==> src/rtl/tdm_demux8.sv <==
// tdm_demux8 - registered 1-to-8 time-division demultiplexer.
//
// Receive end of the 8:1 TDM path. Each valid beat carries one WIDTH-bit
// sample. A beat flagged with SOF starts a frame as channel 0, and the next
// seven beats fill channels 1..7 in order. The eight slots are collected in a
// shadow buffer and published to Y in one step when the eighth beat lands.
// Partial frames never reach Y.
//
// Optional feature macro: TDM_GAP_TIMEOUT_EN
//   When it is defined, an idle counter aborts a partial frame after TIMEOUT
//   consecutive V=0 cycles in FILL.
//
// Parameters:
//   WIDTH       bits per channel sample
//   TIMEOUT     idle cycles tolerated inside a frame (TDM_GAP_TIMEOUT_EN only)
//
// Ports:
//   clk         rising-edge clock
//   rst         synchronous active-high reset
//   D           sample data, qualified by V
//   V           beat valid
//   SOF         start-of-frame, meaningful only when V=1
//   Y           published frame; channel k at Y[k*WIDTH +: WIDTH]
//   S           next channel slot to be written
//   FRAME_DONE  one-cycle pulse when Y updates
//   OUT_VALID   high once at least one frame has been published
//   ERR         one-cycle pulse on a protocol error (orphan beat, early SOF,
//               gap timeout)

module tdm_demux8 #(
  parameter int WIDTH   = 1,
  parameter int TIMEOUT = 15
) (
  input  logic                 clk,
  input  logic                 rst,
  input  logic [WIDTH-1:0]     D,
  input  logic                 V,
  input  logic                 SOF,
  output logic [8*WIDTH-1:0]   Y,
  output logic [2:0]           S,
  output logic                 FRAME_DONE,
  output logic                 OUT_VALID,
  output logic                 ERR
);

  typedef enum logic {
    IDLE = 1'b0,
    FILL = 1'b1
  } state_t;

  state_t             state;
  logic [WIDTH-1:0]   shadow [8];
  logic [8*WIDTH-1:0] next_frame;

`ifdef TDM_GAP_TIMEOUT_EN
  localparam int IDLE_W = $clog2(TIMEOUT + 1);
  logic [IDLE_W-1:0] idle_cnt;
`else
  // TIMEOUT has no effect when the gap counter is not built.
  logic unused_timeout;
  assign unused_timeout = (TIMEOUT != 0);
`endif

  // Frame as it will look once the eighth beat lands. Slot 7 comes straight
  // from D, so the beat sampled on the completing edge is part of the frame.
  always_comb begin
    next_frame = '0;
    for (int k = 0; k < 7; k++) begin
      next_frame[k*WIDTH +: WIDTH] = shadow[k];
    end
    next_frame[7*WIDTH +: WIDTH] = D;
  end

  // Frame capture FSM. FRAME_DONE and ERR default low each cycle so they can
  // only be single-cycle pulses. One beat either completes a frame or raises an
  // error, never both, so the two pulses cannot overlap.
  always_ff @(posedge clk) begin
    if (rst) begin
      state      <= IDLE;
      Y          <= '0;
      S          <= 3'd0;
      FRAME_DONE <= 1'b0;
      OUT_VALID  <= 1'b0;
      ERR        <= 1'b0;
      for (int k = 0; k < 8; k++) begin
        shadow[k] <= '0;
      end
`ifdef TDM_GAP_TIMEOUT_EN
      idle_cnt   <= '0;
`endif
    end else begin
      FRAME_DONE <= 1'b0;
      ERR        <= 1'b0;
`ifdef TDM_GAP_TIMEOUT_EN
      if (V || state == IDLE) begin
        idle_cnt <= '0;
      end
`endif
      case (state)
        IDLE: begin
          if (V) begin
            if (SOF) begin
              shadow[0] <= D;
              S         <= 3'd1;
              state     <= FILL;
            end else begin
              // A beat with no frame open is dropped.
              ERR <= 1'b1;
            end
          end
        end

        FILL: begin
          if (V) begin
            if (SOF) begin
              // An early SOF drops the partial frame and restarts at slot 0.
              // The stale slots need no clearing because they are rewritten
              // before the frame can be published.
              ERR       <= 1'b1;
              shadow[0] <= D;
              S         <= 3'd1;
            end else begin
              shadow[S] <= D;
              if (S == 3'd7) begin
                Y          <= next_frame;
                FRAME_DONE <= 1'b1;
                OUT_VALID  <= 1'b1;
                S          <= 3'd0;
                state      <= IDLE;
              end else begin
                S <= S + 3'd1;
              end
            end
          end else begin
`ifdef TDM_GAP_TIMEOUT_EN
            // The TIMEOUT-th consecutive idle cycle aborts the frame. Y keeps
            // the last complete frame.
            if (idle_cnt == IDLE_W'(TIMEOUT - 1)) begin
              ERR      <= 1'b1;
              S        <= 3'd0;
              state    <= IDLE;
              idle_cnt <= '0;
            end else begin
              idle_cnt <= idle_cnt + IDLE_W'(1);
            end
`endif
          end
        end

        default: begin
          state <= IDLE;
          S     <= 3'd0;
        end
      endcase
    end
  end

endmodule
==> config.mk <==
export PLATFORM = sky130hd
export DESIGN_NAME = tdm_demux8
export DESIGN_NICKNAME = d
export VERILOG_FILES = /design/src/rtl/tdm_demux8.sv
export SDC_FILE = /design/constraint.sdc
export NUM_CORES = 1
export LEC_CHECK = 0
export ABC_AREA = 0
export CAP_MARGIN = 20
export CELL_PAD_IN_SITES_DETAIL_PLACEMENT = 2
export CELL_PAD_IN_SITES_GLOBAL_PLACEMENT = 2
export CORE_MARGIN = 2
export CORE_UTILIZATION = 32
export DETAILED_ROUTE_END_ITERATION = 6
export GPL_TIMING_DRIVEN = 0
export PLACE_DENSITY_LB_ADDON = 0.1
export SLEW_MARGIN = 10
export SYNTH_ARGS = -nofsm -noshare
export SYNTH_HDL_FRONTEND = slang
export SYNTH_SLANG_ARGS = --single-unit
==> constraint.sdc <==
create_clock -name clk -period 1.9 [get_ports clk]
set_clock_uncertainty 0.15 [all_clocks]
set_input_delay 0.38 -clock clk [delete_from_list [all_inputs] [get_ports clk]]
set_output_delay 0.38 -clock clk [all_outputs]
set_load 0.005 [all_outputs]
**After elaboration in Yosys (flattened, before gate mapping)**

Memory sizes are Yosys's and may differ from the RTL's. A register that Yosys moved wholly into a read port is not among the register bits.
Index checks and enable logic that the tools add are counted.

- Memories: 1
- Register bits: 15
- Output and inout bits: 14
- Bits in writable memories: 8
- Bits of input ports: 5
- Logic and storage cells: 53

Memories:

| memory | depth | bits a word | rd ports | clocked after Yosys merged registers in | write ports | RTL line | text |
|---|---|---|---|---|---|---|---|
| shadow | 8 | 1 | 7 | 7 | 8 | 52 | `logic [WIDTH-1:0] shadow [8];` |

- Mux-type cells: 32
- Bitwise gates (word level): 5
- Add/subtract/negate cells: 1
- Reductions and logical operators: 4
- Eq/ne operators: 4

Operators with widths:

| kind | number |
|---|---|
| two-way mux 1 bit | 23 |
| two-way mux 3 bit | 6 |
| != test 2 bit (second input constant) | 3 |
| one-hot mux 3 bit (2 select lines) | 1 |
| one-hot mux 1 bit (2 select lines) | 2 |
| AND reduction 4 bit | 1 |
| OR reduction 4 bit | 1 |
| adder 3 x 1 -> 3 bit (second input constant) | 1 |
| == test 3 bit (second input constant) | 1 |
| inverter 1 bit | 3 |
| AND reduction 3 bit | 1 |
| OR 1 bit | 2 |
| OR reduction 1 bit | 1 |

**Logic depth before layout (Yosys ltp)**

Gate-level depths: netlist of run 1.

- Word-level depth: 8
- Gate-level depth with buffers: 5
- Gate-level depth less buffers: 4

**Least setup slack after synthesis of run 1**

OpenSTA, ideal clock, no wires.

- Path type: in2reg
- Start point: input port SOF
- End point: memory shadow[4], enable pin
- Data required time: 1.416 ns
- Setup slack: 0.329 ns
- Stages: 4
- Arrival: 1.087 ns
- Setup time: 0.334 ns
- Cell sequence: buf_2 > nand4bb_1 > buf_2 > o41ai_1

RTL lines:

| element | RTL line | text |
|---|---|---|
| start, declared | 38 | `input logic SOF,` |
| end, declared | 52 |  |

**Worst setup path in the final report of run 1**

- Start point: register S[2]
- End point: output port S[2]

RTL lines:

| element | RTL line | text |
|---|---|---|
| start, declared | 40 | `output logic [2:0] S,` |
| start signal, assigned | 131 | `S <= S + 3'd1;` |

No word-level cell between the ends.

==> impl_summary.log, run 1 <==
INFO  metric root_buffer = sky130_fd_sc_hd__clkbuf_4
INFO  metric timing.reg2reg.worst_path_depth = 4
INFO  metric netlist-cell-type-count = 32
INFO  metric crit_buf_inv = 1
INFO  metric cts_hold_buf = 0
INFO  metric rrSetupSlack = 0.26 ns
INFO  metric synthesis.instances = 105
INFO  metric critical_path_peak_fanout = 9
INFO  metric mappedNetlistArea = 1060 µm²
INFO  metric timing.critical_path.cells = clkdlybuf4s50_1
INFO  metric pin_count_of_the_biggest_net_entering_global_routing = 13
INFO  metric totalWireLength = 2.63 mm
INFO  metric drive_above_1_share = 15.9%
INFO  metric initial_antenna_violation_count = 0
INFO  metric synth_flop_cell = sky130_fd_sc_hd__dfxtp_1
INFO  metric max-clock-path-buffers = 2
INFO  metric min_delay_worst_endpoint = state
INFO  metric status = finished, final reports clean
INFO  metric async_reset_ff_share = 0%
INFO  metric numCtsBuffers = 3
INFO  metric final_antenna_net_count = 0
INFO  metric total_inserted_antenna_cells = 0
INFO  metric avgSynthCellArea = 10.1 µm²
INFO  metric synthDominantAreaCellType = sky130_fd_sc_hd__dfxtp_1
INFO  metric areaGrowthSynthToFinish = 24.7%
INFO  metric synth_enable_flop_cells = 7
INFO  metric dpl-instance-area = 1290 µm²
INFO  metric die_y = 61.7 µm
INFO  metric grt_pass1_vias = 861
INFO  metric timing.hold.worst.class = primary input to register
INFO  metric rsz0062_at_grt = no
INFO  metric worst_setup_path_end_kind = primary output
INFO  metric critical_path_arrival = 1.28 ns
INFO  metric hold_start = SOF
INFO  metric grt.overflow.total = 0
INFO  metric core_area = 3100 µm²
INFO  metric fmaxAchievable = 552 MHz
INFO  metric final_core_util = 42.8%
INFO  metric p_leak = 0.445 nW
INFO  metric crit_slowest_cell = sky130_fd_sc_hd__clkdlybuf4s50_1
INFO  metric design.portCount = 19
INFO  metric port_buffers = 17
INFO  metric postSynthRegisterBits = 22
INFO  metric via_per_inst = 5.21
INFO  metric ys.warnings.count = 0
INFO  metric timing.critical_path.from_type = register
INFO  metric clk_transition_reported_paths = 0.13 ns
INFO  metric postLayoutCellArea = 1330 µm²
INFO  metric finalNetCount = 134
INFO  metric die_area = 3810 µm²
INFO  metric worst_max_slew_margin_expressed_relative_to_the_limit = 72.5%
INFO  metric final_setup_violation_count = 0
INFO  metric total_nets_after_synthesis = 112
INFO  metric crit-reg2reg-capture = S[1]
INFO  metric drt_iter0_markers = 16
INFO  metric route.detailed.drc = 0
INFO  metric overall_routing_resource_usage = 16.1%
INFO  metric clkLatencyLatePin = 0.31 ns
INFO  metric ir_worst_vdd = 211 µV
INFO  metric initial_utilization = 34.3%
INFO  metric tritoncts = built
INFO  metric maxCapViolations = 0
INFO  metric synth_seq_area_share = 47.9%
INFO  metric power_per_cell_area = 645 nW/µm²
INFO  metric cts_num_sinks = 22
INFO  metric post-route-period-util = 95.4%
INFO  metric wl_per_cell = 15.5 µm
INFO  metric hold_viol = 0
INFO  metric clock_tree.htree_level_count = 1
INFO  metric detail_route.first_pass.iterations = 3
INFO  metric criticalPathCategory = register to primary output
INFO  metric dp_hpwl = 1.94 mm
INFO  metric floorplan.die.width = 61.7 µm
INFO  metric routed-via-count = 886
INFO  metric min_path_cells = 3
INFO  metric worst-slew-pin-transition = 0.413 ns
INFO  metric max_slew_violation_count = 0
INFO  metric launch_point_of_the_worst_reg_to_reg_path = S[0]
INFO  metric grt_first_pass_wirelength = 4.33 mm
INFO  metric critical-path-max-stage-delay = 0.53 ns
INFO  metric period_needed = 1.81 ns
INFO  metric gp_congestion = 0.768
INFO  metric timing.critical_path.max_delay_family = buffers and inverters
INFO  metric critPathRequiredTime = 1.37 ns
INFO  metric placementRows = 20
INFO  metric synthTopCellsByArea = sky130_fd_sc_hd__dfxtp_1 28%, sky130_fd_sc_hd__edfxtp_1 20%, sky130_fd_sc_hd__nand2b_1 6.5%
INFO  metric synthDominantCellAreaShare = 28.2%
Yosys cell counts, drive strengths merged (2+ instances only):
cell type,instances
nand2b,11
o22ai,8
nor4,3
a21oi,2
o41ai,3
nand2,10
buf,9
dfxtp,15
nor3,5
inv,6
edfxtp,7
ha,2
o31ai,3
clkbuf,2
o32ai,2
nand4bb,2
nand3b,3
state kept, by name, indices dropped and copies added (netlist names):
| signal | flops |
|---|---|
| Y | 8 |
| shadow | 7 |
| S | 3 |
| ERR | 1 |
| FRAME_DONE | 1 |
| OUT_VALID | 1 |
| state | 1 |
cells by family (layout without fill, tap and decap cells):
kind of cell | count (synthesis) | after routing | share of synthesized area [%]
adders and majority gates | 2 | 2 | 2.35
xor gates and xnor gates | 1 | 1 | 0.823
buffers and inverters | 17 | 38 | 8.46
and+or+nand+nor | 40 | 40 | 24.0
AOI/OAI and AO/OA | 23 | 23 | 16.5
DFF | 22 | 22 | 47.9
area by class of cell:
class                   count  area [µm²]
inverters                   6        22.5
well taps                  44        55.1
plain buffers              11        67.6
multi-input cells          66         464
fillers                   363        1780
repair buffers             17         170
clock buffers               4        36.3
flip-flops and latches     22         512
repair_timing:
action / 4_1_cts / 5_1_grt
setup buffers: 0 / 0
endpoints found under the setup margin: 1 / 0
hold endpoints to repair: 0 / 0
gates resized for setup: 1 / 0
stage by stage:
step	std cells	TNS [ns]	power [mW]	worst slack [ns]	hold slack, ns
6_report	170	0	0.856	0.0875	0.295
5_1_grt	170	0	0.893	0.0255	0.316
4_1_cts	170	0	0.866	0.0847	0.294
3_5_place_dp	166	-2.01	0.599	-0.271	0.326
3_3_place_gp	166	-2.10	0.595	-0.258	0.315
2_1_floorplan	105	0	0.566	0.329	0.325
how the worst max path moves through the flow:
| stage | slack (ns) | to | cells past startpoint | startpoint |
|---|---|---|---|---|
| finish | 0.09 | S[2] | 1 | S[2] |
| global route | 0.03 | S[2] | 1 | S[2] |
| CTS | 0.08 | S[2] | 1 | S[2] |
| detailed placement | -0.27 | shadow[1] | 5 | rst |
| global placement | -0.26 | shadow[1] | 5 | rst |
| floorplan | 0.33 | shadow[4] | 4 | SOF |
cell usage in the layout, fill, tap and decap left out, drive strengths merged, types with 2 or more instances in the layout:
master and instances:
clkdlybuf4s50 17, a21oi 2, nand3b 3, nand2b 11, o32ai 2, o41ai 3
nor4 3, o22ai 8, edfxtp 7, o31ai 3, clkbuf 6, nand2 10
ha 2, buf 9, nand4bb 2, dfxtp 15, inv 6, nor3 5
power breakdown:
group | switching [mW] | internal, mW | total (mW)
Combinational | 0.0478 | 0.0400 | 0.0878
Sequential | 0.00509 | 0.495 | 0.500
Clock | 0.151 | 0.117 | 0.268
layer usage:
metal | vias up | routed length, µm | GRT usage (%)
met5 | - | 0 | 0
met4 | 0 | 36 | 5.47
met2 | 15 | 1340 | 27.5
met3 | 5 | 62 | 3.15
met1 | 438 | 1190 | 20.3
li1 | 428 | - | -
Note: power is estimated with default switching activity, not from simulation.
==> run 2, diff against run 1 <==
--- a/config.mk
+++ b/config.mk
@@ -9,7 +9,6 @@
 export CAP_MARGIN = 20
 export CELL_PAD_IN_SITES_DETAIL_PLACEMENT = 2
 export CELL_PAD_IN_SITES_GLOBAL_PLACEMENT = 2
-export CORE_MARGIN = 2
 export CORE_UTILIZATION = 32
 export DETAILED_ROUTE_END_ITERATION = 6
 export GPL_TIMING_DRIVEN = 0
==> run 2 against run 1 <==
  * Total power shrank 4.3%
  * Critical path type unchanged
  * Largest cell class unchanged
  * Flip-flop and latch count unchanged
  * Die area shrank 6.4%
  * Register-to-register slack hardly changed
  * Worst setup slack better by 0.0018 ns
  * Global-route usage rose by 1.7 points
  * Clock power is 13% lower
  * Sequential share of layout area grew 0.26 points
  * First-iteration DRC count down 69%
  * Sequential power hardly changed
  * Via count fell by 1.2%
==> impl_summary.log, run 2 (synthesis results as in run 1) <==
INFO  metric core_area = 3100 µm² (unchanged)
INFO  metric grt.overflow.total = 0 (unchanged)
INFO  metric root_buffer = sky130_fd_sc_hd__clkbuf_4 (unchanged)
INFO  metric clock_tree.htree_level_count = 1 (unchanged)
INFO  metric max_slew_violation_count = 0 (unchanged)
INFO  metric numCtsBuffers = 3 (unchanged)
INFO  metric worst_setup_path_end_kind = primary output (unchanged)
INFO  metric period_needed = 1.81 ns (about the same)
INFO  metric worst-slew-pin-transition = 0.449 ns (was 0.413 ns)
INFO  metric final_setup_violation_count = 0 (unchanged)
INFO  metric totalWireLength = 2.66 mm (was 2.63 mm)
INFO  metric placementRows = 20 (unchanged)
INFO  metric crit_buf_inv = 1 (unchanged)
INFO  metric timing.critical_path.max_delay_family = buffers and inverters (unchanged)
INFO  metric worst_hold_slack_after_final_layout = 0.283 ns (was 0.295 ns)
INFO  metric m1WireLength = 1.19 mm (about the same)
INFO  metric cts_hold_buf = 0 (unchanged)
INFO  metric total_inserted_antenna_cells = 0 (unchanged)
INFO  metric fmaxAchievable = 552 MHz (about the same)
INFO  metric post-route-period-util = 95.3% (was 95.4%)
INFO  metric top_regs = Y x8, shadow x7, S x3 (unchanged)
INFO  metric route.detailed.drc = 0 (unchanged)
INFO  metric timing.critical_path.from_type = register (unchanged)
INFO  metric critical_path_peak_fanout = 9 (unchanged)
INFO  metric ir_worst_vdd = 229 µV (was 211 µV)
INFO  metric overall_routing_resource_usage = 17.8% (was 16.1%)
INFO  metric p_leak = 0.442 nW (was 0.445 nW)
INFO  metric max-clock-path-buffers = 2 (unchanged)
INFO  metric die_area = 3560 µm² (was 3810 µm²)
INFO  metric initial_utilization = 34.3% (unchanged)
INFO  metric maxCapViolations = 0 (unchanged)
INFO  metric timing.hold.worst.class = primary input to register (unchanged)
INFO  metric criticalPathCategory = register to primary output (unchanged)
INFO  metric floorplan.die.width = 59.7 µm (was 61.7 µm)
INFO  metric clkLatencyLatePin = 0.32 ns (was 0.31 ns)
INFO  metric cts_num_sinks = 22 (unchanged)
INFO  metric drt_iter0_markers = 5 (was 16)
INFO  metric grt_pass1_vias = 930 (was 861)
INFO  metric fillerInstances = 360 (was 363)
INFO  metric detailed_route_wirelength_on_metal2 = 1.34 mm (about the same)
INFO  metric layout_commonest_cell = sky130_fd_sc_hd__clkdlybuf4s50_1 (unchanged)
INFO  metric final_cell_mix = 17 x sky130_fd_sc_hd__clkdlybuf4s50_1, 14 x sky130_fd_sc_hd__dfxtp_1, 11 x sky130_fd_sc_hd__nand2b_1 (unchanged)
INFO  metric worst_max_slew_margin_expressed_relative_to_the_limit = 70.1% (was 72.5%)
INFO  metric dp_hpwl = 1.93 mm (was 1.94 mm)
INFO  metric critical-path-max-stage-delay = 0.53 ns (about the same)
INFO  metric crit_slowest_cell = sky130_fd_sc_hd__clkdlybuf4s50_1 (unchanged)
INFO  metric critPathRequiredTime = 1.37 ns (about the same)
INFO  metric design.portCount = 19 (unchanged)
INFO  metric pin_count_of_the_biggest_net_entering_global_routing = 13 (unchanged)
INFO  metric power_per_cell_area = 621 nW/µm² (was 645 nW/µm²)
INFO  metric port_buffers = 17 (unchanged)
INFO  metric areaGrowthSynthToFinish = 23.9% (was 24.7%)
INFO  metric final_antenna_net_count = 0 (unchanged)
INFO  metric initial_antenna_violation_count = 0 (unchanged)
INFO  metric largest_register = Y (unchanged)
INFO  metric finalNetCount = 134 (unchanged)
INFO  metric critical_path_arrival = 1.28 ns (about the same)
INFO  metric clk_transition_reported_paths = 0.12 ns (was 0.13 ns)
INFO  metric timing.critical_path.cells = clkdlybuf4s50_1 (unchanged)
INFO  metric grt_first_pass_wirelength = 4.49 mm (was 4.33 mm)
INFO  metric wl_per_cell = 15.6 µm (was 15.5 µm)
INFO  metric final_core_util = 42.5% (was 42.8%)
INFO  metric dr.max_layer_used = met4 (unchanged)
INFO  metric gp_congestion = 0.761 (was 0.768)
INFO  metric largest_register_ff_count = 8 (unchanged)
INFO  metric routed-via-count = 875 (was 886)
INFO  metric detail_route.first_pass.iterations = 4 (was 3)
INFO  metric hold_viol = 0 (unchanged)
INFO  metric dr_wl_met3 = 63 µm (was 62 µm)
INFO  metric die_y = 59.7 µm (was 61.7 µm)
INFO  metric tritoncts = built (unchanged)
INFO  metric rsz0062_at_grt = no (unchanged)
INFO  metric status = finished, final reports clean (unchanged)
INFO  metric via_per_inst = 5.15 (was 5.21)
INFO  metric drive_above_1_share = 15.9% (unchanged)
## run 2: power by group
part | switching (mW) | internal (mW) | leakage [nW]
clock | 0.150 | 0.0823 | 0.0150
combinational | 0.0477 | 0.0400 | 0.233
sequential | 0.00484 | 0.495 | 0.195
total | 0.202 | 0.617 | 0.442
## run 2: final cells by class
cell class / instances / area (µm²) / share of cell area, %
buffer: 11 / 68.8 / 5.22
clock buffer: 4 / 26.3 / 1.99
inverter: 6 / 22.5 / 1.71
multi-input combinational: 66 / 464 / 35.2
sequential: 22 / 512 / 38.8
tap: 44 / 55.1 / 4.17
timing repair buffer: 17 / 170 / 12.9
## run 2: timing repair
item	CTS	global route
hold endpoints to repair	0	0
buffers inserted	0	0
gates cloned	0	0
endpoints found under the setup margin	1	2
resized for setup	1	2
## run 2: per-layer routing
| layer | vias to the layer above | global-route usage [%] |
|---|---|---|
| li1 | 425 | - |
| met1 | 427 | 22.1 |
| met2 | 19 | 29.4 |
| met3 | 4 | 2.60 |
| met4 | 0 | 9.97 |
| met5 | - | 0 |
## run 2: stage by stage
stage	power [mW]	setup slack, ns	area (µm²)	setup TNS (ns)	instances
floorplan	0.566	0.329	1060	0	105
global placement	0.595	-0.258	1290	-2.10	166
detailed placement	0.598	-0.296	1290	-2.57	166
CTS	0.829	0.0692	1320	0	170
global route	0.851	0.0388	1320	0	170
finish	0.819	0.0893	1320	0	170
## run 2: path summary, 6_finish.rpt
| kind | cells after the start | slack (ns) | start | endpoint |
|---|---|---|---|---|
| hold / removal | 3 | 0.28 | SOF | state |
| setup / recovery | 1 | 0.09 | S[2] | S[2] |
| hold reg to reg | 2 | 0.34 | Y[7] | Y[7] |
| setup reg to reg | 5 | 0.26 | S[0] | Y[7] |
==> run 3, diff against run 2 <==
--- a/config.mk
+++ b/config.mk
@@ -9,6 +9,7 @@
 export CAP_MARGIN = 20
 export CELL_PAD_IN_SITES_DETAIL_PLACEMENT = 2
 export CELL_PAD_IN_SITES_GLOBAL_PLACEMENT = 2
+export CORE_ASPECT_RATIO = 1.2
 export CORE_UTILIZATION = 32
 export DETAILED_ROUTE_END_ITERATION = 6
 export GPL_TIMING_DRIVEN = 0
==> run 3 against run 2 <==
  * Via count shrank 0.80%
  * Utilization shrank 0.42 points
  * Non-clock buffer count is the same
  * Count of clock-buffer cells in the layout is the same
  * Cell count shrank 4.7%
  * Sequential power is essentially flat
  * Total power shrank 0.96%
  * Wire length grew 6.1%
  * Cell area shrank 0.76%
==> impl_summary.log, run 3 (synthesis results as in run 1) <==
INFO  metric pin_count_of_the_biggest_net_entering_global_routing = 13 (unchanged)
INFO  metric dr_wl_met3 = 57 µm (was 63 µm)
INFO  metric dp_hpwl = 2.13 mm (was 1.93 mm)
INFO  metric floorplan.die.width = 54.7 µm (was 59.7 µm)
INFO  metric fillerInstances = 345 (was 360)
INFO  metric final.setup.worst_slack = 0.0973 ns (was 0.0893 ns)
INFO  metric timing.critical_path.cells = clkdlybuf4s50_1 (unchanged)
INFO  metric design.portCount = 19 (unchanged)
INFO  metric rsz0062_at_grt = no (unchanged)
INFO  metric critPathRequiredTime = 1.37 ns (about the same)
INFO  metric detail_route.first_pass.iterations = 3 (was 4)
INFO  metric worst_max_slew_margin_expressed_relative_to_the_limit = 69.9% (was 70.1%)
INFO  metric worst_hold_slack_after_final_layout = 0.292 ns (was 0.283 ns)
INFO  metric overall_routing_resource_usage = 19.0% (was 17.8%)
INFO  metric core_area = 3110 µm² (was 3100 µm²)
INFO  metric critical_path_arrival = 1.27 ns (was 1.28 ns)
INFO  metric finalNetCount = 134 (unchanged)
INFO  metric status = finished, final reports clean (unchanged)
INFO  metric hold_viol = 0 (unchanged)
INFO  metric die_area = 3560 µm² (about the same)
INFO  metric initial_antenna_violation_count = 0 (unchanged)
INFO  metric detailed_route_wirelength_on_metal2 = 1.59 mm (was 1.34 mm)
INFO  metric ir_worst_vdd = 281 µV (was 229 µV)
INFO  metric placementRows = 22 (was 20)
INFO  metric timing.critical_path.from_type = register (unchanged)
INFO  metric max_slew_violation_count = 0 (unchanged)
INFO  metric timing.hold.worst.class = primary input to register (unchanged)
INFO  metric critical-path-max-stage-delay = 0.53 ns (about the same)
INFO  metric largest_register_ff_count = 8 (unchanged)
INFO  metric tritoncts = built (unchanged)
INFO  metric port_buffers = 17 (unchanged)
INFO  metric grt.overflow.total = 0 (unchanged)
INFO  metric maxCapViolations = 0 (unchanged)
INFO  metric cts_num_sinks = 22 (unchanged)
INFO  metric crit_buf_inv = 1 (unchanged)
INFO  metric worst-slew-pin-transition = 0.452 ns (was 0.449 ns)
INFO  metric initial_utilization = 34.2% (was 34.3%)
INFO  metric post-route-period-util = 94.9% (was 95.3%)
INFO  metric timing.reg2reg.worst_path_depth = 5 (unchanged)
INFO  metric crit_start = S[2] (unchanged)
INFO  metric clock_tree.htree_level_count = 1 (unchanged)
INFO  metric p_leak = 0.442 nW (unchanged)
INFO  metric criticalPathCategory = register to primary output (unchanged)
INFO  metric grt_pass1_vias = 945 (was 930)
INFO  metric wl_per_cell = 17.4 µm (was 15.6 µm)
INFO  metric crit_slowest_cell = sky130_fd_sc_hd__clkdlybuf4s50_1 (unchanged)
INFO  metric worst_setup_path_end_kind = primary output (unchanged)
INFO  metric routed-via-count = 868 (was 875)
INFO  metric dr.max_layer_used = met4 (unchanged)
INFO  metric rrSetupSlack = 0.25 ns (was 0.26 ns)
INFO  metric gp_congestion = 0.692 (was 0.761)
INFO  metric fmaxAchievable = 555 MHz (was 552 MHz)
INFO  metric power_per_cell_area = 620 nW/µm² (was 621 nW/µm²)
INFO  metric cp.depth = 1 (unchanged)
INFO  metric largest_register = Y (unchanged)
INFO  metric layout_commonest_cell = sky130_fd_sc_hd__clkdlybuf4s50_1 (unchanged)
INFO  metric dpl_worst_slack = -0.347 ns (was -0.296 ns)
INFO  metric critical_path.endpoint = S[2] (unchanged)
INFO  metric final_antenna_net_count = 0 (unchanged)
INFO  metric clk_transition_reported_paths = 0.12 ns (about the same)
INFO  metric drt_iter0_markers = 17 (was 5)
INFO  metric die_y = 65.2 µm (was 59.7 µm)
INFO  metric route.detailed.drc = 0 (unchanged)
INFO  metric final_setup_violation_count = 0 (unchanged)
INFO  metric launch_point_of_the_worst_reg_to_reg_path = S[0] (unchanged)
INFO  metric total_inserted_antenna_cells = 0 (unchanged)
INFO  metric final_core_util = 42.1% (was 42.5%)
INFO  metric timing.critical_path.max_delay_family = buffers and inverters (unchanged)
INFO  metric final_cell_mix = 17 x sky130_fd_sc_hd__clkdlybuf4s50_1, 14 x sky130_fd_sc_hd__dfxtp_1, 11 x sky130_fd_sc_hd__nand2b_1 (unchanged)
INFO  metric critical_path_peak_fanout = 9 (unchanged)
INFO  metric totalWireLength = 2.82 mm (was 2.66 mm)
INFO  metric numCtsBuffers = 3 (unchanged)
INFO  metric via_per_inst = 5.36 (was 5.15)
INFO  metric period_needed = 1.80 ns (was 1.81 ns)
INFO  metric areaGrowthSynthToFinish = 22.9% (was 23.9%)
INFO  metric root_buffer = sky130_fd_sc_hd__clkbuf_4 (unchanged)
INFO  metric m1WireLength = 1.12 mm (was 1.19 mm)
INFO  metric max-clock-path-buffers = 2 (unchanged)
INFO  metric crit-reg2reg-capture = Y[5] (was Y[7])
INFO  metric grt_first_pass_wirelength = 4.72 mm (was 4.49 mm)
INFO  metric clkLatencyLatePin = 0.31 ns (was 0.32 ns)
INFO  metric top_regs = Y x8, shadow x7, S x3 (unchanged)
INFO  metric drive_above_1_share = 15.9% (unchanged)
==> run 3: cell counts in the layout (fill, tap and decap cells not counted) <==
No cell type changed its count.
==> run 3: worst min path at each step <==
stage / from / end / slack (ns) / cells after the start
floorplan: OUT_VALID / OUT_VALID / 0.32 / 1
global placement: OUT_VALID / OUT_VALID / 0.31 / 1
detailed placement: Y[4] / Y[4] / 0.33 / 2
CTS: SOF / state / 0.29 / 3
global route: SOF / state / 0.32 / 3
finish: SOF / state / 0.29 / 3
==> run 3: report_power, final <==
group	total (mW)	switching [mW]	internal, mW
Combinational	0.0893	0.0491	0.0402
Sequential	0.500	0.00560	0.495
Clock	0.222	0.140	0.0821
==> run 3: worst reg2reg max path, stage by stage, from the launching register on <==
cell and delay, ns:
sky130_fd_sc_hd__dfxtp_1 0.42, sky130_fd_sc_hd__ha_1 0.18, sky130_fd_sc_hd__ha_1 0.20, sky130_fd_sc_hd__clkbuf_1 0.39, sky130_fd_sc_hd__nand2_1 0.12, sky130_fd_sc_hd__o22ai_1 0.13
==> run 3: routing by layer <==
| metal | vias to the layer above | track usage (%) |
|---|---|---|
| li1 | 427 | - |
| met1 | 421 | 21.3 |
| met2 | 15 | 34.2 |
| met3 | 5 | 2.78 |
| met4 | 0 | 7.05 |
| met5 | - | 0 |
==> run 3: timing repair <==
action,CTS,global route
hold endpoints to repair,0,0
gates resized for setup,1,2
setup endpoints to repair,1,3
setup buffers,0,0
hold buffers,0,0
==> run 3: cell type report <==
| type | instances | area [µm²] | area share, % |
|---|---|---|---|
| sequential | 22 | 512 | 39.1 |
| multi-input combinational | 66 | 464 | 35.5 |
| timing repair buffer | 17 | 170 | 13.0 |
| buffer | 11 | 68.8 | 5.26 |
| tap | 36 | 45.0 | 3.44 |
| clock buffer | 4 | 26.3 | 2.01 |
| inverter | 6 | 22.5 | 1.72 |
==> run 3: through the flow <==
stage	power, mW	TNS, ns	instances	instance area [µm²]
floorplan	0.566	0	105	1060
global placement	0.596	-2.39	158	1280
detailed placement	0.601	-2.96	158	1280
CTS	0.829	0	162	1310
global route	0.862	0	162	1310
finish	0.811	0	162	1310
